### config.mk
export PLATFORM = sky130hd
export DESIGN_NAME = alu_issue
export DESIGN_NICKNAME = d
export VERILOG_FILES = /design/src/rtl/alu_issue.sv
export SDC_FILE = /design/constraint.sdc
export NUM_CORES = 1
export LEC_CHECK = 0
export ABC_AREA = 1
export CORE_ASPECT_RATIO = 1.2
export CORE_MARGIN = 2
export CORE_UTILIZATION = 61
export DETAILED_ROUTE_END_ITERATION = 10
export HOLD_SLACK_MARGIN = 0.05
export PLACE_DENSITY_LB_ADDON = 0.05
export SETUP_SLACK_MARGIN = 0.2
export SYNTH_ARGS = -nofsm -noshare
export SYNTH_HDL_FRONTEND = slang
export SYNTH_SLANG_ARGS = --single-unit
### constraint.sdc
create_clock -name clock -period 2.05 [get_ports clock]
set_input_delay 0.3075 -clock clock [delete_from_list [all_inputs] [get_ports clock]]
set_output_delay 0.3075 -clock clock [all_outputs]
set_load 0.05 [all_outputs]
### src/rtl/alu_issue.sv
// Operand-issue stage in front of the NBBPU ALU: decodes instructions, reads the
// register file with writeback bypass, stalls on scoreboard hazards, and registers X/Y/opcode.
module alu_issue #(
    parameter int WIDTH    = 16,
    parameter bit ZERO_REG = 1'b1
) (
    input  logic             clock,
    input  logic             reset,
    input  logic             instr_valid,
    input  logic [15:0]      instr,
    output logic             instr_ready,
    output logic             alu_valid,
    input  logic             alu_ready,
    output logic [WIDTH-1:0] alu_X,
    output logic [WIDTH-1:0] alu_Y,
    output logic [3:0]       alu_opcode,
    output logic [3:0]       alu_z,
    input  logic             wb_en,
    input  logic [3:0]       wb_addr,
    input  logic [WIDTH-1:0] wb_data,
    output logic             illegal_op
);

    logic [WIDTH-1:0] regs [16];
    logic [15:0]      pending;
    logic [15:0]      pending_nxt;
    logic [15:0]      wb_hit;
    logic [15:0]      busy;
    logic [15:0]      r0_mask;
    logic [3:0]       op, x, y, z;
    logic [WIDTH-1:0] src_x, src_y;
    logic             legal, space, stall, accept, issue, wb_we;

    assign {op, x, y, z} = instr;
    assign legal   = ~op[3];
    assign r0_mask = ZERO_REG ? 16'h0001 : 16'h0000;
    assign wb_we   = wb_en && !(ZERO_REG && wb_addr == 4'd0);

    always_comb begin
        wb_hit = '0;
        if (wb_en) wb_hit[wb_addr] = 1'b1;
    end

    // A same-cycle writeback retires the hazard, so the reader can go with the bypassed value.
    assign busy = pending & ~wb_hit & ~r0_mask;

    always_comb begin
        src_x = (wb_en && wb_addr == x) ? wb_data : regs[x];
        src_y = (wb_en && wb_addr == y) ? wb_data : regs[y];
        if (ZERO_REG && x == 4'd0) src_x = '0;
        if (ZERO_REG && y == 4'd0) src_y = '0;
    end

    assign space       = ~alu_valid | alu_ready;
    assign stall       = legal && (busy[x] || busy[y] || busy[z]);
    assign instr_ready = reset && space && !stall;
    assign accept      = instr_valid && instr_ready;
    assign issue       = accept && legal;

    // Set after clear: a new producer of z outranks the retiring one.
    always_comb begin
        pending_nxt = pending;
        if (wb_we) pending_nxt[wb_addr] = 1'b0;
        if (issue && !(ZERO_REG && z == 4'd0)) pending_nxt[z] = 1'b1;
    end

    always_ff @(posedge clock or negedge reset) begin
        if (!reset) begin
            for (int i = 0; i < 16; i++) regs[i] <= '0;
            pending <= '0;
        end else begin
            if (wb_we) regs[wb_addr] <= wb_data;
            pending <= pending_nxt;
        end
    end

    always_ff @(posedge clock or negedge reset) begin
        if (!reset) begin
            alu_valid  <= 1'b0;
            alu_X      <= '0;
            alu_Y      <= '0;
            alu_opcode <= '0;
            alu_z      <= '0;
            illegal_op <= 1'b0;
        end else begin
            if (issue) begin
                alu_valid  <= 1'b1;
                alu_X      <= src_x;
                alu_Y      <= src_y;
                alu_opcode <= op;
                alu_z      <= z;
            end else if (alu_ready) begin
                alu_valid  <= 1'b0;
            end
            if (accept && !legal) illegal_op <= 1'b1;
        end
    end

endmodule

Word-level counts from Yosys, hierarchy flattened
Cells that the tools add are included.
Word-level totals
  register bits: 314
  bits of input ports: 41
  output and inout bits: 43
  word-level logic and storage cells: 97
Cells by class
  order comparisons: 10
  eq/ne operators: 2
  muxes and demuxes: 28
  bitwise operators: 11
  reduce and logical (&&, ||, !) cells: 23
Operators with widths (count)
  bitwise mux 256 bit: 1
  2-to-1 mux 16 bit: 12
  binary-select mux 16 bit (select 4 bit): 2
  demux 16 bit (select 4 bit): 1
  bitwise AND 16 bit: 2
  NOT 16 bit: 2
  less-than comparator 4 x 5 -> 1 bit (second input constant): 4
  zero test 4 bit: 4
  OR 16 bit: 1
  >= comparator 5 bit (second input constant): 3
  NOT 4 -> 5 bit: 3
  logical AND 1 bit: 13
  binary-select mux 1 bit (select 4 bit): 3
  demux 1 bit (select 4 bit): 2
  == test 4 bit: 2
  >= comparator 4 x 1 -> 1 bit (second input constant): 2
  2-to-1 mux 1 bit: 7
  less-than comparator 5 x 1 -> 1 bit (second input constant): 1
  zero test 1 bit: 3
  logical OR 1 bit: 2
  NOT 1 bit: 2
  nonzero test 2 bit: 1
  OR 1 bit: 1

Depth between registers and ports, before layout
Gate-level depths: netlist of run 1.
  depth in word-level cells: 18
  mapped depth: 19
  depth with buffers taken out: 18

Worst setup path before layout of run 1
OpenSTA, ideal clock, no wires.
  kind: input port to output port
  start: in wb_addr[1]
  end: out instr_ready
  arrival: 1887 ps
  required time: 1742 ps
  setup slack: -145 ps
  cell stages on the path: 13
  buffers on the path: 1
  cell sequence: buf_2 -> inv_2 -> nand3_1 -> nor2_1 -> nor2_1 -> nand2_1 -> o21ai_0 -> nor2_1 -> nor2_1 -> nor2_1 -> nand2_1 -> nor2_1 -> o21a_1
On the way
  cells in the longest elaborated chain, start to end: 14
  elaborated cells between the ends (all ways): 19
  classes of those cells: order compare (2); mux (9); bitwise (2); reduce/logical (6)
RTL lines
  start: declaration: line 19  | input logic [3:0] wb_addr,
  less-than comparator 4 x 5 -> 1 bit (not written as such) or >= comparator 4 x 1 -> 1 bit (tied branches): line 41  | if (wb_en) wb_hit[wb_addr] = 1'b1;
  logical AND 1 bit (not written as such): line 41
  2-to-1 mux 1 bit (not written as such): line 41
  demux 1 bit (select 4 bit) (*): line 41
  2-to-1 mux 16 bit (*): line 41
  NOT 16 bit (*): line 45  | assign busy = pending & ~wb_hit & ~r0_mask;
  bitwise AND 16 bit (*): line 45
  binary-select mux 1 bit (select 4 bit): line 55  | assign stall = legal && (busy[x] || busy[y] || busy[z]);
  2-to-1 mux 1 bit (not written as such): line 55
  logical OR 1 bit: line 55
  logical OR 1 bit (*): line 55
  logical AND 1 bit (*): line 55
  zero test 1 bit (*): line 56  | assign instr_ready = reset && space && !stall;
  logical AND 1 bit (*): line 56
  end: declaration: line 11  | output logic instr_ready,
Mark *: on every way between the ends. The rest lies on a longest branch, timed or not. The select of a mux whose other input is x is not followed.

Worst setup path after layout of run 1
  start: reg pending[5]
  end: out instr_ready
On the way
  cells in the longest elaborated chain, start to end: 8
  elaborated cells between the ends (all ways): 12
  classes of those cells: mux (6); bitwise (1); reduce/logical (5)
RTL lines
  start: declaration: line 25  | logic [15:0] pending;
  start signal: assignment: line 73  | pending <= pending_nxt;
  bitwise AND 16 bit (*): line 45
  binary-select mux 1 bit (select 4 bit): line 55
  2-to-1 mux 1 bit (not written as such): line 55
  logical OR 1 bit: line 55
  logical OR 1 bit (*): line 55
  logical AND 1 bit (*): line 55
  zero test 1 bit (*): line 56
  logical AND 1 bit (*): line 56
Marked as above.

==> out/results.md, run 1 <==
Setup path
- crit path capture type: primary output
- data required time of the critical path: 1.74 ns
- category of the critical setup timing path: flip-flop to primary output
- Worst R2R Start: pending[5]
- reg-to-reg setup timing slack: -0.24 ns
- Reg-to-Reg End: alu_Y[8]
- crit path max fanout: 2
- R2R cell count: 17
- type of element launching the critical path: flip-flop
- arrival time of the worst setup path: 2.04 ns

Placed design
- quantity of I/O buffers inserted on ports: 83
- gp weighted congestion: 1.02
- DP HPWL: 38900 microns
- cell area reported after detailed placement: 0.0184 sq mm

Die
- Die Footprint: 0.0279 sq mm
- ports placed on the boundary: 84
- DIE WIDTH: 153 microns
- Die Ht: 183 microns
- core box area: 0.0262 sq mm
- initial core utilization: 0.619
- number of cell rows: 65

STA
- final hold violation count: 0
- total of endpoints with negative setup slack in the final report: 57
- post-route minimum period: 2.35 ns
- Worst slew margin: 0.606
- fmax: 426 MHz
- worst-case hold slack: 0.317 ns
- max-slew violation total from the final report: 0
- ratio of final minimum period to clock period: 1.15
- slew at the pin with the worst max-slew slack: 0.594 ns
- worst clock skew: 0.0165 ns
- unrepaired setup endpoints after global routing: yes
- Final Worst Setup Slack: -0.297 ns

Min path
- Hold Path Stages: 4
- path category of the worst min-delay check: input port to flip-flop
- worst min-delay path startpoint: instr[1]
- hold worst-path end: alu_z[1]

Detailed routing
- final antenna-violating net count: 0
- detail-routed net length per standard cell: 22.4 microns
- first-pass iteration count of the detailed router: 7
- number of violations reported at the end of detailed-routing iteration 0: 2231
- post-detailed-routing wire length: 57500 microns
- Via density: 6.41
- total via count after detailed routing: 16400
- DRC errors left: 0

CTS
- total clock sinks: 313
- source-to-sink clock delay at the later pin of the worst-skew pair: 0.52 ns
- Num CTS Buffers: 34
- CTS tree: yes
- buffer depth of the longest clock path: 3
- Worst-path clk slew: 0.06 ns
- H-Tree Depth: 2
- Root Buffer: clkbuf_16

Power and ir drop
- Power per Cell Area: 1010 mW/mm^2
- Peak supply drop: 0.746 mV
- post-route total power: 20.1 mW
- leakage component of the power: 9.27 nW

Global routing
- global route total overflow: 0
- first-pass GRT wire length: 90500 microns
- global router's overall resource usage: 0.413
- via count of the first global-routing pass: 16000
- number of antenna violations at the first check in global routing: 0
- largest net degree at the start of global routing: 89

Cells and area
- Layout Area Growth over Synthesis: 23.1%
- share of final-layout standard cells stronger than drive strength 1: 0.144
- antenna diode instance count: 0
- Design Area, Final: 0.0200 sq mm
- nets@finish: 2242

Run status
- violated checks: negative setup slack
- status: complete, but fails checks

Synthesis
- sequential area share after synthesis: 0.483
- library cell with the largest summed area after synthesis: dfrtp_1
- synthesized area per cell: 7.79 sq um
- synth warn: 0
- leading post-synthesis cells by cell area: dfrtp_1 (48%), o21ai_0 (12%), nand2_1 (10%)
- top-area cell type share of the netlist area: 0.483
- Post-Syn Area: 0.0162 sq mm
- number of nets in the synthesized netlist: 2123
- number of unique standard cell types used by synthesis: 23
- total of flip-flops plus latches after synthesis: 313
- synthesized instance count: 2082

Job
- total of max-cap violations: 0

## cell usage after synthesis
master,number
o21a_1,12
o21ai_0,385
nand3_2,2
o21bai_1,10
o22ai_1,2
nand3_1,47
nor2_2,3
clkinv_1,3
o2111ai_1,4
inv_1,208
inv_2,10
nand4_1,14
o21ai_1,42
o221ai_1,130
buf_2,9
a22oi_1,7
nand2_1,431
dfrtp_1,313
a221oi_1,21
a21oi_1,139
nor2_1,118
o211ai_1,4
clkbuf_1,168
## flip-flops by register name (all words and copies together) (netlist names)
signal / count
regs: 256
alu_X: 16
alu_Y: 16
pending: 15
alu_opcode: 4
alu_z: 4
alu_valid: 1
illegal_op: 1
## worst max-delay path, stage by stage (launching register included)
cell     delay [ns]
dfrtp_1        0.40
buf_6          0.13
nand3_2        0.05
nand2_1        0.06
inv_1          0.05
nand2_1        0.05
nand2_1        0.05
nand2_1        0.07
nor2_1         0.13
nand2_2        0.08
nor2_4         0.16
o21a_4         0.16
buf_12         0.13
## cell usage in the layout (no fill, tap or decap), types with 21 or more instances in the layout
master           count
nor2_1              98
inv_1              206
dlygate4sd2_1       46
o21ai_0            381
o21ai_1             38
clkdlybuf4s50_1     26
buf_4              147
dfrtp_1            313
a221oi_1            21
nand2_1            417
a21oi_1            139
nand3_1             36
clkbuf_16           35
o221ai_1           130
## stage by stage
step	cells	utilization	setup TNS (ns)	setup WS [ns]
global route	2561	0.762	-17.65	-0.407
detailed placement	2481	0.701	-53.61	-0.994
floorplan	2082	-	0	0.0759
CTS	2556	0.759	-1.63	-0.275
finish	2561	0.762	-9.33	-0.297
global placement	2481	0.701	-50.18	-0.937
## what timing repair did
action,4_1_cts,5_1_grt
pin swaps,25,17
setup buffers,10,3
setup endpoints to repair,99,58
gates cloned,3,2
gates resized for setup,113,15
endpoints found under the hold margin,70,0
hold buffers,1,0
## where the power goes
group	internal (mW)	total (mW)	switching, mW	leakage, nW
registers	7.48	8.24	0.761	3.94
logic	1.70	5.24	3.53	4.73
clock network	4.06	6.64	2.58	0.593
## kinds of logic (layout without fill, tap and decap cells)
| logic type | after synthesis | count (layout) | synth area share |
|---|---|---|---|
| buffers and inverters | 398 | 542 | 0.0929 |
| AND/OR/NAND/NOR | 615 | 615 | 0.149 |
| AO/OA/AOI/OAI | 756 | 756 | 0.275 |
| flip-flops | 313 | 313 | 0.483 |
## metal layers
metal  up-vias  wire [microns]  track usage
li1       7334               -            -
met1      7811           22300        0.564
met2      1074           26000        0.639
met3       197            7110        0.118
met4         0            2080        0.143
met5         -               0            0
## layout make-up
type	instances	area, sq um
inverters	221	842
fillers	2002	6230
repair buffers	260	2420
clock inverters	16	263
clock buffers	45	952
well taps	335	419
multi-input cells	1371	7230
flip-flops and latches	313	7830
## worst max-delay path by stage
| stage | from | endpoint | slack (ns) | depth (start not counted) |
|---|---|---|---|---|
| CTS | pending[14] | instr_ready | -0.27 | 12 |
| global route | pending[5] | instr_ready | -0.41 | 14 |
| floorplan | wb_addr[1] | alu_X[0] | 0.08 | 17 |
| global placement | wb_addr[2] | pending[8] | -0.94 | 19 |
| finish | pending[5] | instr_ready | -0.30 | 12 |
| detailed placement | wb_addr[2] | alu_X[15] | -0.99 | 18 |
(Power assumes the default switching activity.)
==> run 2: changes to the inputs <==
--- a/config.mk
+++ b/config.mk
@@ -12,6 +12,7 @@
 export DETAILED_ROUTE_END_ITERATION = 10
 export HOLD_SLACK_MARGIN = 0.05
 export PLACE_DENSITY_LB_ADDON = 0.05
+export REMOVE_ABC_BUFFERS = 1
 export SETUP_SLACK_MARGIN = 0.2
 export SYNTH_ARGS = -nofsm -noshare
 export SYNTH_HDL_FRONTEND = slang
==> out/results.md, run 2 (synthesized netlist as in run 1, its figures left out) <==
Die
- Die Ht: 183 microns
- Die Footprint: 0.0279 sq mm
- core box area: 0.0262 sq mm
- ports placed on the boundary: 84
- number of cell rows: 65
- initial core utilization: 0.619
- DIE WIDTH: 153 microns

Setup path
- data required time of the critical path: 1.74 ns
- category of the critical setup timing path: input port to primary output
- arrival time of the worst setup path: 2.12 ns
- crit path capture type: primary output
- type of element launching the critical path: input port
- crit path max fanout: 6

Global routing
- global route total overflow: 0
- via count of the first global-routing pass: 17000
- global router's overall resource usage: 0.437
- first-pass GRT wire length: 94500 microns
- number of antenna violations at the first check in global routing: 0
- largest net degree at the start of global routing: 160

STA
- unrepaired setup endpoints after global routing: yes
- final hold violation count: 2
- Worst slew margin: 0.402
- Final Worst Setup Slack: -0.378 ns
- ratio of final minimum period to clock period: 1.18
- fmax: 412 MHz
- slew at the pin with the worst max-slew slack: 0.897 ns
- worst-case hold slack: -0.0324 ns
- worst clock skew: 0.0175 ns
- post-route minimum period: 2.43 ns
- total of endpoints with negative setup slack in the final report: 34
- max-slew violation total from the final report: 0

Detailed routing
- number of violations reported at the end of detailed-routing iteration 0: 2252
- final antenna-violating net count: 0
- DRC errors left: 0
- first-pass iteration count of the detailed router: 9
- total via count after detailed routing: 17000
- detail-routed net length per standard cell: 23.7 microns
- Via density: 6.56
- post-detailed-routing wire length: 61600 microns

Cells and area
- nets@finish: 2284
- share of final-layout standard cells stronger than drive strength 1: 0.189
- flip-flop and latch area: 0.00783 sq mm
- antenna diode instance count: 0
- Top reg by flops: regs
- fill cell count: 1835
- Design Area, Final: 0.0206 sq mm
- commonest non-fill, non-tap cell in the layout: o21ai_0
- Layout Area Growth over Synthesis: 27.2%
- highest-count cells in the layout ignoring fill and taps: o21ai_0 (382), nand2_1 (374), dfrtp_1 (313), inv_1 (203), buf_4 (174)
- largest registers in the final layout: regs (256), alu_X (16), alu_Y (16)
- total area of multi-input combinational cells: 0.00748 sq mm
- max reg flops: 256

Power and ir drop
- leakage component of the power: 9.53 nW
- Peak supply drop: 0.813 mV
- Power per Cell Area: 963 mW/mm^2
- post-route total power: 19.8 mW

Placed design
- gp weighted congestion: 0.990
- cell area reported after detailed placement: 0.0184 sq mm
- quantity of I/O buffers inserted on ports: 83
- DP HPWL: 37800 microns

CTS
- buffer depth of the longest clock path: 3
- H-Tree Depth: 2
- Num CTS Buffers: 35
- Root Buffer: clkbuf_16
- total clock sinks: 313
- Worst-path clk slew: 0.06 ns
- source-to-sink clock delay at the later pin of the worst-skew pair: 0.52 ns
- CTS tree: yes

Run status
- violated checks: negative hold slack, negative setup slack
- status: complete, but fails checks

Job
- total of max-cap violations: 0

Min path
- path category of the worst min-delay check: input port to async pin

-- run 2: changes by cell type in the layout (fill, tap and decap cells not counted), sizes merged --
cell and change:
clkinv -3, bufbuf -1, dlygate4sd2 -2, bufinv -4
buf +42, clkdlybuf4s50 +2, inv -2, clkbuf +3
-- run 2: critical path, stage by stage --
cell and delay (ns):
clkdlybuf4s50_1 0.49, buf_6 0.14, inv_1 0.04, buf_4 0.17
nor2_1 0.18, nand2_1 0.08, nand2_1 0.08, nor2_2 0.04
nand2_1 0.07, nor2_2 0.04, buf_4 0.12, o21a_4 0.20
buf_12 0.14
-- run 2: cell type report --
type	instances	area share
clock inverter	7	0.00443
multi-input combinational	1371	0.363
tap	335	0.0203
sequential	313	0.380
inverter	221	0.0404
timing repair buffer	301	0.143
clock buffer	48	0.0487
-- run 2: final timing paths --
path	from	to	slack [ns]	cells past startpoint
hold reg to reg	regs[248]	regs[248]	0.38	0
min in group clock	instr[0]	alu_z[0]	0.26	3
hold / removal	reset	regs[112]	-0.03	2
setup / recovery	instr[6]	instr_ready	-0.38	13
max in group asynchronous	reset	alu_valid	1.08	3
setup reg to reg	pending[5]	pending[8]	-0.16	20
-- run 2: what timing repair did --
| action | CTS | global route |
|---|---|---|
| buffers inserted | 14 | 5 |
| gates resized for setup | 206 | 60 |
| hold buffers | 1 | 0 |
| cloned | 11 | 0 |
| endpoints found under the setup margin | 100 | 58 |
| pin swaps | 36 | 33 |
| hold endpoints to repair | 90 | 0 |
-- run 2: routing by layer --
metal | part of all wire | GRT usage | routed length [microns]
met2 | 0.45 | 0.675 | 27500
met1 | 0.35 | 0.541 | 21700
met4 | 0.082 | 0.309 | 5020
met5 | 0 | 0 | 0
met3 | 0.12 | 0.105 | 7430
-- run 2: stage by stage --
step | std cells | setup TNS [ns] | setup WS, ns | util
finish | 2596 | -2.50 | -0.378 | 0.787
global route | 2596 | -8.63 | -0.486 | 0.787
CTS | 2591 | -0.670 | -0.389 | 0.778
detailed placement | 2510 | -51.06 | -0.874 | 0.703
global placement | 2510 | -47.83 | -0.853 | 0.703
floorplan | 1905 | -170.72 | -3.20 | -
-- run 2: where the power goes --
group	internal, mW	switching (mW)
sequential	7.49	0.851
combinational	1.86	3.49
clock	3.65	2.51
total	13.0	6.85
==> run 3: changes to the inputs <==
--- a/config.mk
+++ b/config.mk
@@ -9,6 +9,7 @@
 export CORE_ASPECT_RATIO = 1.2
 export CORE_MARGIN = 2
 export CORE_UTILIZATION = 61
+export CTS_CLUSTER_SIZE = 28
 export DETAILED_ROUTE_END_ITERATION = 10
 export HOLD_SLACK_MARGIN = 0.05
 export PLACE_DENSITY_LB_ADDON = 0.05
==> results of run 3 <==
The final DEF is identical to that of run 2; final timing and power are the same.
